### src/rtl/if_fetch_queue.sv
`default_nettype none
// ============================================================================
// Module   : if_fetch_queue
// Purpose  : Instruction-fetch stage issuing word-aligned imem requests from
//            the PC and buffering PC-tagged responses in a small FIFO to decode.
// Revision : 1.0 - initial release
// ============================================================================
module if_fetch_queue #(
   parameter int XLEN  = 32,
   parameter int DEPTH = 2
) (
   input  logic            clk,
   input  logic            rst,
   input  logic [XLEN-1:0] pc,
   output logic            pc_advance,
   input  logic            flush,
   output logic            imem_req_valid,
   output logic [XLEN-1:0] imem_req_addr,
   input  logic            imem_req_ready,
   input  logic            imem_rsp_valid,
   input  logic [XLEN-1:0] imem_rsp_data,
   output logic            if_valid,
   output logic [XLEN-1:0] if_instr,
   output logic [XLEN-1:0] if_pc,
   input  logic            if_ready
);

   localparam int c_pw = $clog2(DEPTH);
   localparam int c_cw = c_pw + 1;

   // Live fetches are split into tagged (r_outstanding) and flushed (r_drop_cnt);
   // the flushed ones are always the oldest, so they return first.
   logic [c_cw-1:0] r_outstanding;
   logic [c_cw-1:0] r_drop_cnt;
   logic [c_cw-1:0] r_count;
   logic [c_pw-1:0] r_tag_wr;
   logic [c_pw-1:0] r_tag_rd;
   logic [c_pw-1:0] r_head;
   logic [c_pw-1:0] r_tail;

   logic [XLEN-1:0] r_tag_mem   [DEPTH];
   logic [XLEN-1:0] r_pc_mem    [DEPTH];
   logic [XLEN-1:0] r_instr_mem [DEPTH];

   logic [c_cw+1:0] w_credit_sum;
   logic [XLEN-1:0] w_aligned_pc;
   logic            w_req_valid;
   logic            w_accept;
   logic            w_rsp_live;
   logic            w_rsp_drop;
   logic            w_rsp_tagged;
   logic            w_enq;
   logic            w_deq;

   assign w_aligned_pc = pc & ~XLEN'(3);
   assign w_credit_sum = {2'b00, r_outstanding} + {2'b00, r_drop_cnt} + {2'b00, r_count};

   // Credit uses registered occupancy only, so a same-cycle dequeue adds nothing.
   assign w_req_valid  = !rst && !flush && (w_credit_sum < (c_cw+2)'(DEPTH));
   assign w_accept     = w_req_valid && imem_req_ready;

   assign w_rsp_live   = imem_rsp_valid && ((r_outstanding != '0) || (r_drop_cnt != '0));
   assign w_rsp_drop   = w_rsp_live && (r_drop_cnt != '0);
   assign w_rsp_tagged = w_rsp_live && (r_drop_cnt == '0);
   assign w_enq        = w_rsp_tagged && !flush;
   assign w_deq        = if_valid && if_ready;

   assign pc_advance     = w_accept;
   assign imem_req_valid = w_req_valid;
   assign imem_req_addr  = rst ? '0 : w_aligned_pc;

   assign if_valid = (r_count != '0);
   assign if_instr = if_valid ? r_instr_mem[r_head] : '0;
   assign if_pc    = if_valid ? r_pc_mem[r_head]    : '0;

   always_ff @(posedge clk or posedge rst) begin
      if (rst) begin
         r_outstanding <= '0;
         r_drop_cnt    <= '0;
         r_count       <= '0;
         r_tag_wr      <= '0;
         r_tag_rd      <= '0;
         r_head        <= '0;
         r_tail        <= '0;
      end else if (flush) begin
         // Every fetch still in flight becomes a drop; a response arriving now
         // retires one of them.
         r_drop_cnt    <= r_drop_cnt + r_outstanding - c_cw'(w_rsp_live);
         r_outstanding <= '0;
         r_count       <= '0;
         r_tag_wr      <= '0;
         r_tag_rd      <= '0;
         r_head        <= '0;
         r_tail        <= '0;
      end else begin
         r_outstanding <= r_outstanding + c_cw'(w_accept) - c_cw'(w_rsp_tagged);
         r_drop_cnt    <= r_drop_cnt - c_cw'(w_rsp_drop);
         r_count       <= r_count + c_cw'(w_enq) - c_cw'(w_deq);
         if (w_accept)     r_tag_wr <= r_tag_wr + c_pw'(1);
         if (w_rsp_tagged) r_tag_rd <= r_tag_rd + c_pw'(1);
         if (w_enq)        r_tail   <= r_tail + c_pw'(1);
         if (w_deq)        r_head   <= r_head + c_pw'(1);
      end
   end

   always_ff @(posedge clk) begin
      if (w_accept) r_tag_mem[r_tag_wr] <= w_aligned_pc;
      if (w_enq) begin
         r_pc_mem[r_tail]    <= r_tag_mem[r_tag_rd];
         r_instr_mem[r_tail] <= imem_rsp_data;
      end
   end

`ifndef SYNTHESIS
   a_no_overflow: assert property (@(posedge clk) disable iff (rst)
      !(w_enq && !w_deq && (r_count == c_cw'(DEPTH))));
`endif

endmodule
`default_nettype wire

### config.mk
export PLATFORM = sky130hd
export DESIGN_NAME = if_fetch_queue
export DESIGN_NICKNAME = d
export VERILOG_FILES = /design/src/rtl/if_fetch_queue.sv
export SDC_FILE = /design/constraint.sdc
export NUM_CORES = 1
export LEC_CHECK = 0
export ABC_AREA = 1
export CORE_UTILIZATION = 50
export CTS_CLUSTER_SIZE = 12
export DETAILED_ROUTE_END_ITERATION = 10
export GPL_ROUTABILITY_DRIVEN = 0
export GPL_TIMING_DRIVEN = 1
export PLACE_DENSITY = 0.78
export SLEW_MARGIN = 20
export SYNTH_ARGS = -nofsm -noshare
export SYNTH_HDL_FRONTEND = slang
export SYNTH_SLANG_ARGS = --single-unit
### constraint.sdc
create_clock -name clk -period 7.95 [get_ports clk]
set_clock_uncertainty 0.15 [all_clocks]
set_input_delay 1.1925 -clock clk [delete_from_list [all_inputs] [get_ports clk]]
set_output_delay 1.1925 -clock clk [all_outputs]
set_load 0.05 [all_outputs]
After elaboration in Yosys (flattened, before gate mapping) --
Memory sizes are Yosys's and may differ from the RTL's. Cells that the tools add are included.
Cells by class: add/subtract/negate cells 13, $lt $le $gt $ge 1, multiplexer cells 18, reduce and logical (&&, ||, !) cells 19
Operator list (count):
- 2-to-1 mux 32 bit | 3
- nonzero test 2 bit | 7
- 2-to-1 mux 1 bit | 12
- logical AND 1 bit | 8
- subtractor 2 x 1 -> 2 bit | 4
- 2-to-1 mux 2 bit | 3
- adder 1 bit (second input constant) | 4
- adder 2 x 1 -> 2 bit | 2
- adder 3 x 2 -> 4 bit | 1
- less-than comparator 4 x 2 -> 1 bit (second input constant) | 1
- adder 2 x 2 -> 3 bit | 1
- adder 2 bit | 1
- logical NOT 1 bit | 2
- logical NOT 2 bit | 1
- logical OR 1 bit | 1
Storage, ports and cells: flip-flop bits (word level) 10, bits in writable memories 188, bits of input ports 70, output and inout port bits 99, logic and storage cells 61, memories kept 3
Memory list:
- r_instr_mem | depth 2, bits a word 32, rd ports 1, clocked after memory_dff 0, write ports 1, line 43 | logic [XLEN-1:0] r_instr_mem [DEPTH];
- r_pc_mem | depth 2, bits a word 32, rd ports 1, clocked after memory_dff 0, write ports 1, line 42 | logic [XLEN-1:0] r_pc_mem [DEPTH];
- r_tag_mem | depth 2, bits a word 30, rd ports 1, clocked after memory_dff 0, write ports 1, line 41 | logic [XLEN-1:0] r_tag_mem [DEPTH];

Longest topological paths before layout --
Gate-level depths: netlist of the first run.
depth in word-level cells 8, mapped depth 12

Worst setup path before layout of the first run --
OpenSTA, ideal clock, no wires.
path kind input-to-output, start in flush, end out imem_req_valid, arrival time 2.866 ns, data required time 6.608 ns, path slack 3.741 ns, stages 2, buffers on the path 1, path through buf_6 > nor4_1
On the way: longest elaborated chain between the ends 3
Ends and longest elaborated chain:
- start: declaration | line 16 | input logic flush,
- logical NOT 1 bit | line 59 | assign w_req_valid = !rst && !flush && (w_credit_sum < (c_cw+2)'(DEPTH));
- logical AND 1 bit (2 in a row) | line 59
- end: declaration | line 17 | output logic imem_req_valid,
Every way passes these cells.

Worst setup path after layout of the first run --
start in flush, end out pc_advance
On the way: longest elaborated chain between the ends 4
Ends and longest elaborated chain:
- logical NOT 1 bit | line 59
- logical AND 1 bit (2 in a row) | line 59
- logical AND 1 bit | line 60 | assign w_accept = w_req_valid && imem_req_ready;
- end: declaration | line 15 | output logic pc_advance,
Every way passes these cells.

==> results of run 1 <==
[registers in the layout, indices dropped and copies added (netlist names)]
name,count
r_count,2
r_tag_wr,1
r_head,1
r_instr_mem,64
r_tag_mem,60
r_tail,1
r_outstanding,2
r_drop_cnt,2
r_tag_rd,1
r_pc_mem,60
[critical path: cells and delay by family]
kind | cells | cell delay [ps]
buffers and inverters | 3 | 1570
and+or+nand+nor | 2 | 430
[logic make-up (layout without fill, tap and decap cells)]
logic type | after synthesis | count (layout) | synth area share
buf+inv | 92 | 257 | 0.0680
compound gates | 66 | 66 | 0.0676
simple gates | 290 | 290 | 0.139
fa+ha+maj | 11 | 11 | 0.0177
xor+xnor | 3 | 3 | 0.00320
flops | 194 | 194 | 0.704
other cells | 1 | 4 | 0.000457
[path summary, 6_finish.rpt]
check / endpoint / slack, ps / cells after the start
max in group asynchronous: r_head / 6110 / 3
min in group asynchronous: r_tail / 1220 / 3
hold / removal: r_tag_wr / 370 / 2
setup / recovery: pc_advance / 3420 / 5
setup reg to reg: r_tag_mem[1][4] / 4940 / 7
hold reg to reg: r_tag_wr / 370 / 2
[final cells by class]
cell class,count,share of cell area
inverter,57,0.0211
clock inverter,15,0.0118
tap,216,0.0260
multi-input combinational,374,0.183
timing repair buffer,168,0.161
sequential,194,0.557
clock buffer,17,0.0410
[power groups by stage]
stage               Sequential [mW]  Clock (mW)  Combinational [mW]
floorplan                      1.22           0               0.670
global placement               1.23           0               0.843
detailed placement             1.23           0               0.868
CTS                            1.21       0.810               0.871
global route                   1.22       0.843               0.929
finish                         1.21       0.789               0.862
[through the flow]
stage	hold slack, ps	util	std cells	cell area [um2]
floorplan	319	-	660	8220
global placement	333	0.617	1009	9830
detailed placement	353	0.617	1009	9830
CTS	368	0.651	1041	10400
global route	415	0.651	1041	10400
finish	374	0.651	1041	10400
[routing by layer]
layer / global-route usage / part of all wire / vias up / wire length, um
li1: - / - / 2491 / -
met1: 0.228 / 0.41 / 2387 / 6450
met2: 0.345 / 0.51 / 166 / 8050
met3: 0.0529 / 0.069 / 22 / 1100
met4: 0.0759 / 0.020 / 0 / 312
met5: 0 / 0 / - / 0
[layout by cell type (no fill, tap or decap), types with 6 or more instances in the layout]
cell,netlist,final
a21oi_2,59,59
buf_4,14,6
clkbuf_16,0,17
clkdlybuf4s50_1,0,162
dfrtp_1,10,8
edfxtp_1,184,184
ha_1,10,10
inv_1,53,52
inv_6,1,7
nand2_1,231,231
nor2_1,43,42
==> summary.txt, run 1 <==
Power
  – Leakage Power: between 3 and 4 nW
  – Worst IR Drop VDD: approximately 180 uV
  – P_sw: 1.01 mW
  – Total power: ~2.9 mW
  – Cell-internal power: 1.85 mW
  – Clock power frac: 0.276
  – Seq pwr share: 0.423
  – Logic gate share of total power: 0.301
  – Switching Fraction: 0.353
  – Pwr Density: ~280 nW/um2

Synth
  – Most common cell in the synthesized netlist: nand2_1
  – Largest cells by area after synthesis: edfxtp_1 (67%), nand2_1 (11%), a21oi_2 (6.3%), dfrtp_1 (3.0%), inv_1 (2.4%)
  – Async set or reset register ratio after synthesis: 0.0515
  – Post-synth EDFFs: between 150 and 200
  – Syn Std Cell Area: 8210 um2
  – Post-synthesis sequential area ratio: 0.704
  – Cell taking the most area after synthesis: edfxtp_1
  – Ys flop type: edfxtp_1
  – Synth unique cells: 29
  – Synth top area share: 0.673
  – Synthesis Warnings: 0
  – Top post-synthesis cells by count: nand2_1 (231), edfxtp_1 (184), a21oi_2 (59)
  – Syn Area/Cell: approximately 12 um2
  – Gate Count Post-Synth: 657
  – Yosys reg bits: around 190

Clocking
  – Hold_buf cts: 0
  – CTS Buf Count: 17
  – CTS tree: done
  – Clk sink count: 194
  – Resized cells post-CTS: 0
  – H-tree levels: 4
  – Post-CTS Setup Bufs: 0
  – CTS max path bufs: 2
  – Clock root cell: clkbuf_16
  – Worst-path clk slew: 70 ps
  – Clock Latency Late Sink: 420 ps

Detailed routing
  – DR pass1 iterations: 4
  – Remaining DRCs: 0
  – DR iter-0 viols: 240
  – Via count: between 5000 and 6000
  – Vias per cell: 4.87
  – Post-Route WL: between 15000 and 20000 um
  – Post-DRT Antenna Nets: 0
  – WL/cell: 15.3 um

STA
  – Setup Total Neg Slack: 0 ps
  – Tcrit/Tclk final: 0.570
  – RSZ-0062 raised after global routing: no
  – Hold Violations, Final: 0
  – Slew headroom: 0.321
  – Setup Viol. Count Final: 0
  – Fmax: 0.221 GHz
  – Fin. max-slew vios: 0
  – Minimum clock period after layout: about 4500 ps
  – Final worst slack: 3420 ps
  – Worst-margin pin slew: 1020 ps

Critical path
  – Arrival @ worst endpoint: 3190 ps
  – R2r startpoint: r_drop_cnt[1]
  – Crit. Startpoint: flush
  – Crit path launch type: input pin
  – Cells along the critical path: clkdlybuf4s50_1, nor2_1, nand4_1, inv_1, clkdlybuf4s50_1
  – CP max stage delay: roughly 800 ps
  – CP most frequent cell: clkdlybuf4s50_1
  – Slowest cell on the critical path: clkdlybuf4s50_1
  – Crit path max fanout: 9
  – Endpoint type of the worst setup path: primary output
  – Req. time, crit path: 6610 ps
  – Kind of critical path: input pin to primary output

Floorplan
  – FP Rows: 46
  – Starting Density: 0.515
  – Core ar.: between 15000 and 20000 um2
  – Ports: 169
  – Full die area: ~17000 um2
  – Height of the die: 130 um
  – Die X: 130 um

GRT
  – Pin count of the biggest net entering global routing: 64
  – Total gr overflow: 0
  – Vias in the first global route: 5063
  – Initial antenna violation count: 0
  – Global-route wire length before repair: approximately 25000 um
  – Gr usage total: 0.196

Hold path
  – HP Start: r_tag_wr
  – Worst min path class: register to register

Final layout
  – Synth-to-layout area growth: 26.5%
  – Fillers: between 1000 and 1500
  – Final #Nets: roughly 890
  – FF+latch area: 5780 um2
  – Share of cells above drive strength 1: 0.135
  – Inserted Diodes: 0
  – Multi-input gate area: 1900 um2

Placement
  – Dpl hpwl: 10100 um
  – Setup WS pre-CTS: 3420 ps
  – IO buf count: 162

Run status
  – Status: finished clean

Job
  – Max-cap violations: 0
Power figures use the tool's default switching activity.
==> run 2, diff against run 1 <==
- clock period: 7.95 -> 4.7 ns (I/O delays scaled with it)
==> run 2 against run 1 <==
  * Via count rose by 1.0%
  * First-iteration DRC count rose by 25%
  * Critical path depth rose by 3
  * Global-route usage rose by 0.87 points
  * Total power rose by 79%
  * Sequential share of layout area fell by 0.69 points
  * Largest cell class unchanged
==> summary.txt, run 2 (same netlist as run 1, synthesis figures left out) <==
STA
  – Final hold slack: 366 ps
  – Setup Total Neg Slack: 0 ps
  – Fmax: 0.252 GHz
  – Slew headroom: 0.295
  – Hold Violations, Final: 0
  – Worst-margin pin slew: 1060 ps
  – Tcrit/Tclk final: 0.845
  – RSZ-0062 raised after global routing: no
  – Fin. max-slew vios: 0
  – Minimum clock period after layout: 3970 ps
  – Setup Viol. Count Final: 0

Final layout
  – Most common cell after layout, fill and taps aside: nand2_1
  – Regs by FF count: r_instr_mem (64), r_pc_mem (60), r_tag_mem (60)
  – Share of cells above drive strength 1: 0.134
  – Largest reg by FF count: r_instr_mem
  – Synth-to-layout area growth: 28.1%
  – Final #Nets: 895
  – Max FFs per register: 64
  – Inserted Diodes: 0
  – Most frequent cells in the layout: nand2_1 (231), edfxtp_1 (184), clkdlybuf4s50_1 (162)

Power
  – Switching Fraction: 0.328
  – P_sw: 1.68 mW
  – Logic gate share of total power: 0.284
  – Worst IR Drop VDD: 277 uV
  – Leakage Power: 3.93 nW
  – Cell-internal power: 3.44 mW
  – Seq pwr share: 0.402
  – Clock power frac: 0.314
  – Pwr Density: 487 nW/um2

Floorplan
  – Core ar.: 15900 um2
  – Height of the die: ~130 um
  – Full die area: approximately 17000 um2
  – Die X: ~130 um
  – Starting Density: 0.515
  – FP Rows: 46
  – Ports: 169

Detailed routing
  – Via count: 5118
  – Remaining DRCs: 0
  – Vias per cell: 4.91
  – Post-Route WL: 16400 um
  – WL/cell: roughly 16 um
  – Post-DRT Antenna Nets: 0
  – DR pass1 iterations: 4
  – DR iter-0 viols: 301

GRT
  – Total gr overflow: 0
  – Global-route wire length before repair: 25600 um
  – Initial antenna violation count: 0
  – Pin count of the biggest net entering global routing: 64
  – Vias in the first global route: 5198
  – Gr usage total: 0.205

Clocking
  – CTS Buf Count: 17
  – H-tree levels: 4
  – Clock root cell: clkbuf_16
  – Resized cells post-CTS: 0
  – Clock Latency Late Sink: between 400 and 500 ps
  – Worst-path clk slew: 70 ps
  – Clk sink count: slightly below 200
  – CTS tree: done
  – Hold_buf cts: 0
  – CTS max path bufs: 2
  – Post-CTS Setup Bufs: 0

Placement
  – IO buf count: 162
  – Dpl hpwl: ~10000 um

Run status
  – Status: finished clean

Critical path
  – Cells along the critical path: inv_1, fa_1, inv_1, ha_1, nor2_1, nand4_1, inv_1, clkdlybuf4s50_1
  – CP most frequent cell: inv_1
  – Slowest cell on the critical path: clkdlybuf4s50_1
  – CP max stage delay: about 810 ps
  – Reg2reg end: r_tag_mem[1][16]
  – Arrival @ worst endpoint: 3120 ps
  – Req. time, crit path: between 3000 and 4000 ps
  – Crit path max fanout: 4
  – Flop2flop setup slack: 1660 ps
  – Worst Reg2Reg Path Length in Cells: 7
  – Endpoint type of the worst setup path: primary output
  – R2r startpoint: r_drop_cnt[1]
  – Crit path launch type: register
  – Kind of critical path: register to primary output

Job
  – Max-cap violations: 0

Hold path
  – Worst min path class: register to register
  – Hold-critical path depth: 2
  – Hold Path End: r_tag_wr
  – HP Start: r_tag_wr
-- run 2: cell count changes in the layout (fill, tap and decap cells not counted), sizes merged --
cell	change
buf	+2
bufinv	+6
clkbuf	+1
clkinv	+3
clkinvlp	-3
inv	-7
-- run 2: power groups by stage --
stage | logic, mW | clock network, mW | registers [mW]
4_1_cts | 1.47 | 1.64 | 2.06
5_1_grt | 1.56 | 1.69 | 2.07
2_1_floorplan | 1.13 | 0 | 2.06
6_report | 1.45 | 1.61 | 2.06
3_3_place_gp | 1.42 | 0 | 2.09
3_5_place_dp | 1.46 | 0 | 2.10
-- run 2: routing by layer --
layer | track usage | vias up | wire (um)
met4 | 0.0670 | 0 | 192
met3 | 0.0619 | 18 | 1370
met5 | 0 | - | 0
met1 | 0.232 | 2428 | 6460
met2 | 0.368 | 188 | 8350
li1 | - | 2484 | -
-- run 2: stage by stage --
stage	worst slack, ps	power (mW)	util	cells	area [um2]
finish	727	5.12	0.659	1043	10500
global route	543	5.32	0.659	1043	10500
CTS	712	5.16	0.659	1043	10500
detailed placement	1160	3.56	0.618	1011	9850
global placement	1200	3.51	0.618	1011	9850
floorplan	1010	3.19	-	660	8220
-- run 2: worst max-delay path by stage --
stage / from / slack (ps) / cells after the start / endpoint
floorplan: r_drop_cnt[1] / 1010 / 5 / imem_req_valid
global placement: flush / 1200 / 5 / pc_advance
detailed placement: flush / 1160 / 5 / pc_advance
CTS: r_drop_cnt[1] / 710 / 8 / pc_advance
global route: r_drop_cnt[1] / 540 / 8 / pc_advance
finish: r_drop_cnt[1] / 730 / 8 / pc_advance
-- run 2: critical path, delay by kind of cell, from the launching register on --
family	cells	cell delay, ps
DFF	1	460
and+or+nand+nor	2	300
adders and majority gates	2	830
buffers and inverters	4	1100
-- run 2: final cells by class --
type	count	area (um2)
multi-input combinational	374	1900
timing repair buffer	170	1680
clock buffer	18	429
inverter	57	219
tap	216	270
clock inverter	14	235
sequential	194	5780
fill	1154	5430
==> run 3, diff against run 2 <==
- clock period: 4.7 -> 3.9 ns (I/O delays scaled with it)
==> run 3 against run 2 <==
  * Worst hold slack worse by 7.3 ps
  * Combinational power is 23% higher
  * Clock-buffer cell count stayed put
  * Critical path depth is 4 lower
  * Total power is 20% higher
  * First-iteration DRC count is 7.0% higher
  * Sequential power is 20% higher
  * Register-to-register slack worse by 540 ps
  * Setup slack worse by 300 ps
  * Highest routed layer unchanged
  * Routed wire length is 0.83% higher
  * Die area stayed put
==> summary.txt, run 3 (same netlist as run 1, synthesis figures left out) <==
Run status
  – Status: finished clean

Detailed routing
  – Post-Route WL: 16500 um
  – Remaining DRCs: 0
  – WL/cell: 15.8 um
  – DR iter-0 viols: 322
  – Post-DRT Antenna Nets: 0
  – Vias per cell: around 4.8
  – DR pass1 iterations: 4
  – Via count: 5069

Critical path
  – Cells along the critical path: inv_6, nand2_1, a21oi_1, clkdlybuf4s50_1
  – Crit path launch type: register
  – Endpoint type of the worst setup path: primary output
  – Arrival @ worst endpoint: approximately 2700 ps
  – CP max stage delay: between 800 and 900 ps
  – CP delay by family, top: buffers and inverters
  – Crit path max fanout: 63
  – CP bufs+invs: 2
  – Req. time, crit path: ~3200 ps
  – Slowest cell on the critical path: clkdlybuf4s50_1
  – Kind of critical path: register to primary output

Floorplan
  – Die X: 130 um
  – Core ar.: 15900 um2
  – Height of the die: 130 um
  – Full die area: 16900 um2
  – FP Rows: 46
  – Starting Density: 0.515
  – Ports: 169

Final layout
  – Final #Nets: 898
  – Largest reg by FF count: r_instr_mem
  – Fin util: 0.662
  – Design area: 10600 um2
  – Inserted Diodes: 0
  – Fillers: between 1000 and 1500
  – Share of cells above drive strength 1: 0.140
  – Regs by FF count: r_instr_mem (64), r_pc_mem (60), r_tag_mem (60)
  – Most frequent cells in the layout: nand2_1 (231), edfxtp_1 (184), clkdlybuf4s50_1 (160)
  – Synth-to-layout area growth: 28.6%
  – Most common cell after layout, fill and taps aside: nand2_1
  – Multi-input gate area: 1900 um2
  – FF+latch area: a little under 6000 um2
  – Max FFs per register: 64

Hold path
  – Worst min path class: register to register

STA
  – RSZ-0062 raised after global routing: no
  – Tcrit/Tclk final: 0.891
  – Setup Viol. Count Final: 0
  – Hold Violations, Final: 0
  – Final hold slack: about 360 ps
  – Slew headroom: 0.321
  – Minimum clock period after layout: 3480 ps
  – Fin. max-slew vios: 0
  – Worst-margin pin slew: 1020 ps
  – Setup Total Neg Slack: 0 ps
  – Fmax: 0.288 GHz

GRT
  – Global-route wire length before repair: 25500 um
  – Gr usage total: 0.203
  – Vias in the first global route: 5240
  – Total gr overflow: 0
  – Initial antenna violation count: 0
  – Pin count of the biggest net entering global routing: 64

Job
  – Max-cap violations: 0

Placement
  – Dpl hpwl: 10500 um
  – IO buf count: 162
  – Placement Cell Area: ~9900 um2

Clocking
  – CTS max path bufs: 2
  – Clk sink count: 194
  – Post-CTS Setup Bufs: 0
  – H-tree levels: 4
  – Clock root cell: clkbuf_16
  – Clock Latency Late Sink: 430 ps
  – Resized cells post-CTS: 0
  – CTS tree: done
  – Worst-path clk slew: 60 ps
  – Hold_buf cts: 0
  – CTS Buf Count: 17

Power
  – Leakage Power: 3.96 nW
  – Pwr Density: 581 nW/um2
  – Worst IR Drop VDD: 332 uV
  – Total power: 6.13 mW
run 3: worst min-delay path, stage by stage (launching register included):
cell	delay [ps]
dfrtp_1	340
nand3_1	70
nand2_1	60
run 3: metal layers:
metal | global-route usage | wire length (um) | vias up
li1 | - | - | 2493
met1 | 0.236 | 6610 | 2396
met2 | 0.362 | 8460 | 162
met3 | 0.0521 | 1230 | 18
met4 | 0.0739 | 206 | 0
met5 | 0 | 0 | -
run 3: cell type report:
class	instances	area share
Clock buffer	18	0.0407
Clock inverter	14	0.0198
Inverter	57	0.0207
Multi-Input combinational cell	374	0.180
Sequential cell	194	0.547
Tap cell	216	0.0256
Timing Repair Buffer	173	0.166
run 3: final timing paths:
kind                          startpoint              end  slack (ps)  depth (start not counted)
max reg2reg                r_drop_cnt[1]  r_tag_mem[1][1]        1120                          8
max                               r_head      if_instr[0]         420                          4
min                             r_tag_wr         r_tag_wr         360                          2
min in group asynchronous            rst         r_tag_rd         590                          3
min reg2reg                     r_tag_wr         r_tag_wr         360                          2
max in group asynchronous            rst           r_head        2690                          3
run 3: power by group:
group / internal [mW] / switching (mW) / total [mW] / leakage, nW
Clock: 1.14 / 0.737 / 1.88 / 0.316
Sequential: 2.40 / 0.0641 / 2.47 / 1.79
Combinational: 0.560 / 1.23 / 1.79 / 1.86
Total: 4.10 / 2.03 / 6.13 / 3.96
run 3: metrics by stage:
stage / worst slack (ps) / instances
finish: 424 / 1046
global route: 275 / 1046
CTS: 389 / 1046
detailed placement: 834 / 1014
global placement: 891 / 1014
floorplan: 329 / 660
